===== src/rtl/regdump_pkg.sv =====
`default_nettype none
// +------------------------------------------------------------------+
// | regdump_pkg                                                       |
// | Shared types and helpers for the register-file dump reader.       |
// | Revision: 1.0                                                     |
// +------------------------------------------------------------------+
package regdump_pkg;

  typedef enum logic [2:0] {
    S_IDLE = 3'd0,
    S_SYNC = 3'd1,
    S_LOAD = 3'd2,
    S_SEND = 3'd3,
    S_DONE = 3'd4
  } state_t;

  localparam logic [7:0] C_SYNC_BYTE = 8'hA5;

  function automatic int bytes_per_word(input int dw);
    return dw / 8;
  endfunction

endpackage
`default_nettype wire


===== src/rtl/word_byte_serializer.sv =====
`default_nettype none
// +------------------------------------------------------------------+
// | word_byte_serializer                                              |
// | Captures one word and presents it a byte at a time, LSB first.    |
// | Revision: 1.0                                                     |
// +------------------------------------------------------------------+
module word_byte_serializer
  import regdump_pkg::*;
#(
  parameter int DW = 32
) (
  input  logic          clock,
  input  logic          reset,
  input  logic          load,
  input  logic          shift,
  input  logic [DW-1:0] word,
  output logic [7:0]    byte_out,
  output logic          last_byte
);

  localparam int BYTES = bytes_per_word(DW);
  localparam int CW    = (BYTES > 1) ? $clog2(BYTES) : 1;

  logic [DW-1:0] r_shreg;
  logic [CW-1:0] r_byte_cnt;

  always_ff @(posedge clock or posedge reset) begin
    if (reset) begin
      r_shreg    <= '0;
      r_byte_cnt <= '0;
    end else if (load) begin
      r_shreg    <= word;
      r_byte_cnt <= '0;
    end else if (shift) begin
      r_shreg    <= r_shreg >> 8;
      r_byte_cnt <= r_byte_cnt + CW'(1);
    end
  end

  assign byte_out  = r_shreg[7:0];
  assign last_byte = (r_byte_cnt == CW'(BYTES - 1));

endmodule
`default_nettype wire


===== src/rtl/regfile_dump_reader.sv =====
`default_nettype none
// +------------------------------------------------------------------+
// | regfile_dump_reader                                               |
// | Walks register addresses FIRST..LAST and streams them as bytes.   |
// | Revision: 1.0                                                     |
// +------------------------------------------------------------------+
module regfile_dump_reader
  import regdump_pkg::*;
#(
  parameter int         DW    = 32,
  parameter int         AW    = 5,
  parameter int         FIRST = 0,
  parameter int         LAST  = 31,
  parameter logic [7:0] SYNC  = C_SYNC_BYTE
) (
  input  logic          clock,
  input  logic          reset,
  input  logic          start,
  output logic [AW-1:0] rf_addr,
  input  logic [DW-1:0] rf_data,
  output logic [7:0]    tx_data,
  output logic          tx_valid,
  input  logic          tx_ready,
  output logic          busy,
  output logic          done
);

  localparam logic [AW-1:0] c_first = AW'(FIRST);
  localparam logic [AW-1:0] c_last  = AW'(LAST);

  state_t        r_state;
  logic [AW-1:0] r_idx;
  logic          r_tx_valid;
  logic          r_busy;
  logic          r_done;

  logic          w_load;
  logic          w_shift;
  logic [7:0]    w_byte;
  logic          w_last_byte;

  // tx_valid is only ever high in SYNC/SEND, so tx_ready alone marks the handshake there.
  assign w_load  = (r_state == S_LOAD);
  assign w_shift = (r_state == S_SEND) && tx_ready && !w_last_byte;

  word_byte_serializer #(
    .DW (DW)
  ) u_ser (
    .clock     (clock),
    .reset     (reset),
    .load      (w_load),
    .shift     (w_shift),
    .word      (rf_data),
    .byte_out  (w_byte),
    .last_byte (w_last_byte)
  );

  always_ff @(posedge clock or posedge reset) begin
    if (reset) begin
      r_state    <= S_IDLE;
      r_idx      <= c_first;
      r_tx_valid <= 1'b0;
      r_busy     <= 1'b0;
      r_done     <= 1'b0;
    end else begin
      case (r_state)
        S_IDLE: begin
          if (start) begin
            r_state    <= S_SYNC;
            r_idx      <= c_first;
            r_tx_valid <= 1'b1;
            r_busy     <= 1'b1;
          end
        end
        S_SYNC: begin
          if (tx_ready) begin
            r_state    <= S_LOAD;
            r_tx_valid <= 1'b0;
          end
        end
        S_LOAD: begin
          r_state    <= S_SEND;
          r_tx_valid <= 1'b1;
        end
        S_SEND: begin
          if (tx_ready && w_last_byte) begin
            r_tx_valid <= 1'b0;
            // Terminating on equality keeps idx from wrapping when LAST is the top address.
            if (r_idx == c_last) begin
              r_state <= S_DONE;
              r_done  <= 1'b1;
            end else begin
              r_idx   <= r_idx + AW'(1);
              r_state <= S_LOAD;
            end
          end
        end
        S_DONE: begin
          r_state <= S_IDLE;
          r_done  <= 1'b0;
          r_busy  <= 1'b0;
        end
        default: begin
          r_state    <= S_IDLE;
          r_tx_valid <= 1'b0;
          r_busy     <= 1'b0;
          r_done     <= 1'b0;
        end
      endcase
    end
  end

  assign rf_addr  = r_idx;
  assign tx_valid = r_tx_valid;
  assign busy     = r_busy;
  assign done     = r_done;
  assign tx_data  = (r_state == S_SYNC) ? SYNC :
                    (r_state == S_SEND) ? w_byte : 8'h00;

endmodule
`default_nettype wire


===== config.mk =====
export PLATFORM = sky130hd
export DESIGN_NAME = regfile_dump_reader
export DESIGN_NICKNAME = d
export VERILOG_FILES = /design/src/rtl/regdump_pkg.sv /design/src/rtl/word_byte_serializer.sv /design/src/rtl/regfile_dump_reader.sv
export SDC_FILE = /design/constraint.sdc
export NUM_CORES = 1
export LEC_CHECK = 0
export CAP_MARGIN = 20
export CORE_ASPECT_RATIO = 0.8
export CORE_MARGIN = 1.5
export CORE_UTILIZATION = 49
export CTS_CLUSTER_DIAMETER = 40
export DETAILED_ROUTE_END_ITERATION = 12
export PLACE_DENSITY = 0.77
export REMOVE_ABC_BUFFERS = 1
export SYNTH_ARGS = -nofsm -noshare
export SYNTH_HDL_FRONTEND = slang
export SYNTH_SLANG_ARGS = --single-unit

===== constraint.sdc =====
create_clock -name clock -period 2.5 [get_ports clock]
set_input_delay 0.375 -clock clock [delete_from_list [all_inputs] [get_ports clock]]
set_output_delay 0.375 -clock clock [all_outputs]
set_load 0.05 [all_outputs]

==> reports/qor.txt, run 1 <==
status = completed
worst hold path class = input port to asynchronous set/reset pin
Worst setup startpoint = r_state[1]
crit path cell chain = nand2_1 > nor2_1 > and2_1 > buf_12
Max Cap Violations = 0
Max Fclk = 459.0 MHz
skew final = 0.006294 ns
clk_lat worst skew = 0.29 ns
Tcrit/Tclk final = 0.8715
headroom to the max-slew limit = 0.5779
total grt overflow = 0
Synth area leader = dfrtp_1
critical path's largest stage delay = 0.63 ns
final wirelength = 4033 um
reg2reg start = rf_addr[0]
Die Width = 76.60 um
WL/cell = 13.01 um
total power = 2.754 mW
Max rail drop VDD = 0.0004756 V
post-synth top area share = 0.5303
Post-synth EDFFs = 0
CTS Buf Count = 5
synth-to-layout area growth = 32.88%
HPWL Detailed = 2844 um
clock-pin slew on the worst setup and hold paths = 0.08 ns
CP max FO = 15
Final Hold Violating Endpoints = 0
CTS tree = built
ANT cells = 0
die area = 4740 um2
cell count after synthesis = 202
minimum clock period = 2.179 ns
vias in the first global route = 1562
Top Metal Used = met4
Data required, critical path = 2.12 ns
Syn Std Cell Area = 2123 um2
fillcell total = 351
routed wl met2 = 1859 um
largest net degree at the start of global routing = 52
Die H = 61.88 um
row cnt = 21
register area share after synthesis = 0.5303
CTS H-tree lvls = 2
Leak Pwr = 1.230 nW
WL met3 = 199 um
ys async rst share = 1.000
Cell Pwr Density = 976.0 nW/um2
initial core utilization = 0.5082
startpoint types = flop
RSZ-0062 raised after global routing = no
r2r setup slk = 0.43 ns
CTS root buffer = clkbuf_8
finished layout cell area = 2821 um2
Netlist cell types = 37
IO Count = 52
number of remaining DRC errors = 0
FF-to-FF path depth = 6
Place WS = 0.1577 ns
#FFs+latches synth = 45
Setup CP Type = flop to primary output
Post-DP Area = 2690 um2
TritonCTS sink count = 45
Worst R2R End = rf_addr[3]
Slew @ Worst Pin = 0.6331 ns
Post-Route M1 WL = 1926 um
Final nets = 291
Worst Hold Slack = 0.4421 ns
PnR worst setup slack = 0.3211 ns
layout cells sized above 1 = 0.09881
IO buf count = 51
CP bufs+invs = 1
clock tree buffer depth = 2
YS warnings = 0
Final setup viols = 0
Avg Vias per Cell = 5.210
Core Region = 4178 um2
gr usage total = 0.1903
DR pass1 iterations = 4
Iter 0 DRT Violations = 69
RePlAce Congestion = 0.8347
Vias = 1615
top_reg_cell synth = dfrtp_1
Mean Syn Cell Area = 10.51 um2
Critical Path AT = 1.80 ns
max-slew violation count = 0
Post-CTS Setup Bufs = 0
CTS Hold Bufs = 0
global-route wire length before repair = 7031 um
initial antenna violation count = 0
Synth area leaders = dfrtp_1 (53%), mux2i_1 (9.9%), nand2_1 (4.9%), o21ai_0 (4.2%), a22o_1 (3.7%)
Final ANT Viol Nets = 0
slowest stage cell, crit path = dfrtp_1
post-CTS resize count = 0
critical path endpoint category = primary output
Crit path max-delay family = simple AND/OR/NAND/NOR gates
==> kinds of logic after synthesis <==
kind of cell | Yosys count | share of synthesized area
mux | 22 | 0.1043
buf+inv | 22 | 0.04714
compound gates | 50 | 0.1609
simple gates | 60 | 0.1397
fa+ha+maj | 3 | 0.01768
flops | 45 | 0.5303
==> flip-flops by register name, indices dropped and copies added (netlist names) <==
name	flops
u_ser.r_shreg	32
rf_addr	5
r_state	3
u_ser.r_byte_cnt	2
busy	1
done	1
tx_valid	1
==> final cells by class <==
class                   instances  area [um2]  share of cell area
well taps                      57       71.32             0.02528
clock buffers                   6       72.57             0.02572
inverters                      11       41.29             0.01463
flip-flops and latches         45        1126              0.3991
clock inverters                 2       38.79             0.01375
repair buffers                 54       563.0              0.1996
multi-input cells             135       908.4              0.3220
==> through the flow <==
step,TNS [ns],utilization,cells
after global routing,0,0.6754,310
after global placement,0,0.6439,301
after detailed placement,0,0.6439,301
final,0,0.6754,310
after floorplan,-3.350,-,191
after CTS,0,0.6706,309
==> worst max path at each step <==
stage          slack [ns]                to  cells past startpoint
6_report             0.32        tx_data[1]                      4
5_1_grt              0.18        tx_data[3]                      4
3_5_place_dp         0.16  u_ser.r_shreg[0]                      4
4_1_cts              0.28        tx_data[1]                      4
3_3_place_gp         0.24  u_ser.r_shreg[1]                      5
2_1_floorplan       -0.13  u_ser.r_shreg[0]                      3
==> where the power goes <==
part           internal (mW)  switching [mW]
clock                  0.300           0.245
sequential             0.940           0.135
combinational          0.471           0.662
total                   1.71            1.04
==> worst register-to-register path, stage by stage, from the launching register on <==
cell,delay (ns)
dfrtp_1,0.44
ha_1,0.25
and3_1,0.19
ha_1,0.23
o41ai_4,0.53
mux2i_1,0.26
nand2_1,0.07
==> cell usage after synthesis, drive strengths merged, types with 2 or more instances <==
cell type and count:
buf 5, nor2b 2, nor3 6, mux2i 21, nand2 28, clkbuf 6
nor2 9, a21oi 5, and2 4, a22oi 3, dfrtp 45, o21a 2
ha 3, inv 11, nand3 5, o21ai 22, a221o 2, a22o 9
==> cell usage in the layout (no fill, tap or decap), types with 5 or more instances in the layout <==
master	count
inv_1	10
a21oi_1	5
a22o_1	9
clkbuf_8	5
nand3_1	5
nand2_1	28
o21ai_0	18
dfrtp_1	45
clkdlybuf4s50_1	43
nor2_1	9
mux2i_1	21
buf_4	7
==> layer usage <==
metal | vias to the layer above | track usage
met3 | 7 | 0.05547
li1 | 809 | -
met2 | 42 | 0.3227
met4 | 0 | 0.05026
met1 | 757 | 0.2470
met5 | - | 0
Power figures use the tool's default switching activity.
==> run 2: changes to the inputs <==
- SETUP_SLACK_MARGIN: default -> 0.4
==> reports/qor.txt, run 2 (synthesized netlist as in run 1, its figures left out) <==
clock tree buffer depth = 2
synth-to-layout area growth = 33.88%
Cell Pwr Density = 973.7 nW/um2
DR pass1 iterations = 4
CTS root buffer = clkbuf_8
Worst Hold Slack = 0.4394 ns
Die H = 61.88 um
clock power share = 0.197
startpoint types = flop
initial antenna violation count = 0
Comb power frac = 0.414
RSZ-0062 raised after global routing = yes
clk_lat worst skew = 0.29 ns
Setup CP Type = flop to flop
Max rail drop VDD = 0.0004747 V
Iter 0 DRT Violations = 66
max-slew violation count = 0
Critical Path AT = 2.27 ns
Int Pwr = 1.721 mW
CTS Buf Count = 5
switching share of power = 0.3782
row cnt = 21
CTS Hold Bufs = 0
Final ANT Viol Nets = 0
most frequent cells in the layout = clkdlybuf4s50_1 (43), dfrtp_1 (42), nand2_1 (28)
clock-pin slew on the worst setup and hold paths = 0.08 ns
fillcell total = 348
worst hold path class = input port to asynchronous set/reset pin
largest net degree at the start of global routing = 52
minimum clock period = 2.058 ns
Slew @ Worst Pin = 0.5461 ns
final wirelength = 4103 um
global-route wire length before repair = 7031 um
vias in the first global route = 1562
most common library cell in the layout ignoring fill and taps = clkdlybuf4s50_1
Final nets = 293
WL/cell = 13.15 um
Tcrit/Tclk final = 0.8233
ANT cells = 0
total grt overflow = 0
initial core utilization = 0.5082
die area = 4740 um2
number of remaining DRC errors = 0
total power = 2.768 mW
Final setup viols = 0
finished layout cell area = 2843 um2
max reg flops = 32
Leak Pwr = 1.239 nW
IO buf count = 51
Max Cap Violations = 0
Biggest register = u_ser.r_shreg
final core occ = 0.6804
Post-DP Area = 2690 um2
status = completed
Vias = 1632
Data required, critical path = 2.71 ns
Final Hold Violating Endpoints = 0
Core Region = 4178 um2
CP max FO = 7
CTS H-tree lvls = 2
Avg Vias per Cell = 5.231
RePlAce Congestion = 0.8347
gr usage total = 0.1903
IO Count = 52
headroom to the max-slew limit = 0.6354
HPWL Detailed = 2844 um
critical path endpoint category = flop
CTS tree = built
TritonCTS sink count = 45
Psw = 1.047 mW
skew final = 0.007266 ns
sequential power share = 0.389
layout cells sized above 1 = 0.1216
Setup TNS = 0 ns
Max Fclk = 485.8 MHz
Die Width = 76.60 um
-- run 2: changes by cell type in the layout (fill, tap and decap cells not counted), sizes merged --
cell and delta:
buf +2
-- run 2: final cells by class --
cell class	count	area [um2]	share of cell area
multi-input combinational	135	910.9	0.3204
sequential	45	1130	0.3974
timing repair buffer	56	578.1	0.2033
inverter	11	41.29	0.01452
tap	57	71.32	0.02509
clock inverter	2	38.79	0.01364
clock buffer	6	72.57	0.02553
-- run 2: worst paths after layout --
kind	start	cells past startpoint	slack (ns)	to
worst max-delay path	rf_addr[0]	7	0.44	rf_addr[4]
max in group asynchronous	reset	3	1.54	r_state[0]
worst min register to register	u_ser.r_shreg[16]	2	0.48	u_ser.r_shreg[16]
worst min-delay path	reset	2	0.44	u_ser.r_shreg[27]
worst max register to register	rf_addr[0]	7	0.44	rf_addr[4]
min in group clock	u_ser.r_shreg[16]	2	0.48	u_ser.r_shreg[16]
-- run 2: power by group through the flow --
stage	Sequential (mW)	Clock (mW)	Combinational [mW]
floorplan	1.20	0	0.632
global placement	1.08	0	1.09
CTS	1.08	0.557	1.13
finish	1.08	0.545	1.15
detailed placement	1.09	0	1.12
global route	1.10	0.598	1.26
-- run 2: worst max-delay path, cell delays in order, from the launching register on --
cell and delay [ns]:
dfrtp_1 0.43, ha_1 0.25, and3_1 0.19, ha_1 0.23
o41ai_4 0.51, buf_4 0.19, nand3_1 0.07, o21ai_0 0.09
-- run 2: per-stage QoR --
| stage | cells | setup slack, ns |
|---|---|---|
| 2_1_floorplan | 191 | -0.1324 |
| 3_3_place_gp | 301 | 0.2439 |
| 3_5_place_dp | 301 | 0.1577 |
| 4_1_cts | 309 | 0.4008 |
| 5_1_grt | 312 | 0.3190 |
| 6_report | 312 | 0.4417 |
-- run 2: routing by layer --
layer	up-vias	GRT usage	wire length, um
li1	812	-	-
met1	763	0.2470	1891
met2	48	0.3227	1952
met3	9	0.05547	216
met4	0	0.05026	43
met5	-	0	0
-- run 2: timing repair --
item | 4_1_cts | 5_1_grt
pin swaps | 0 | 1
buffers inserted | 0 | 2
endpoints found under the setup margin | 4 | 8
endpoints found under the hold margin | 0 | 0
gates resized for setup | 2 | 2
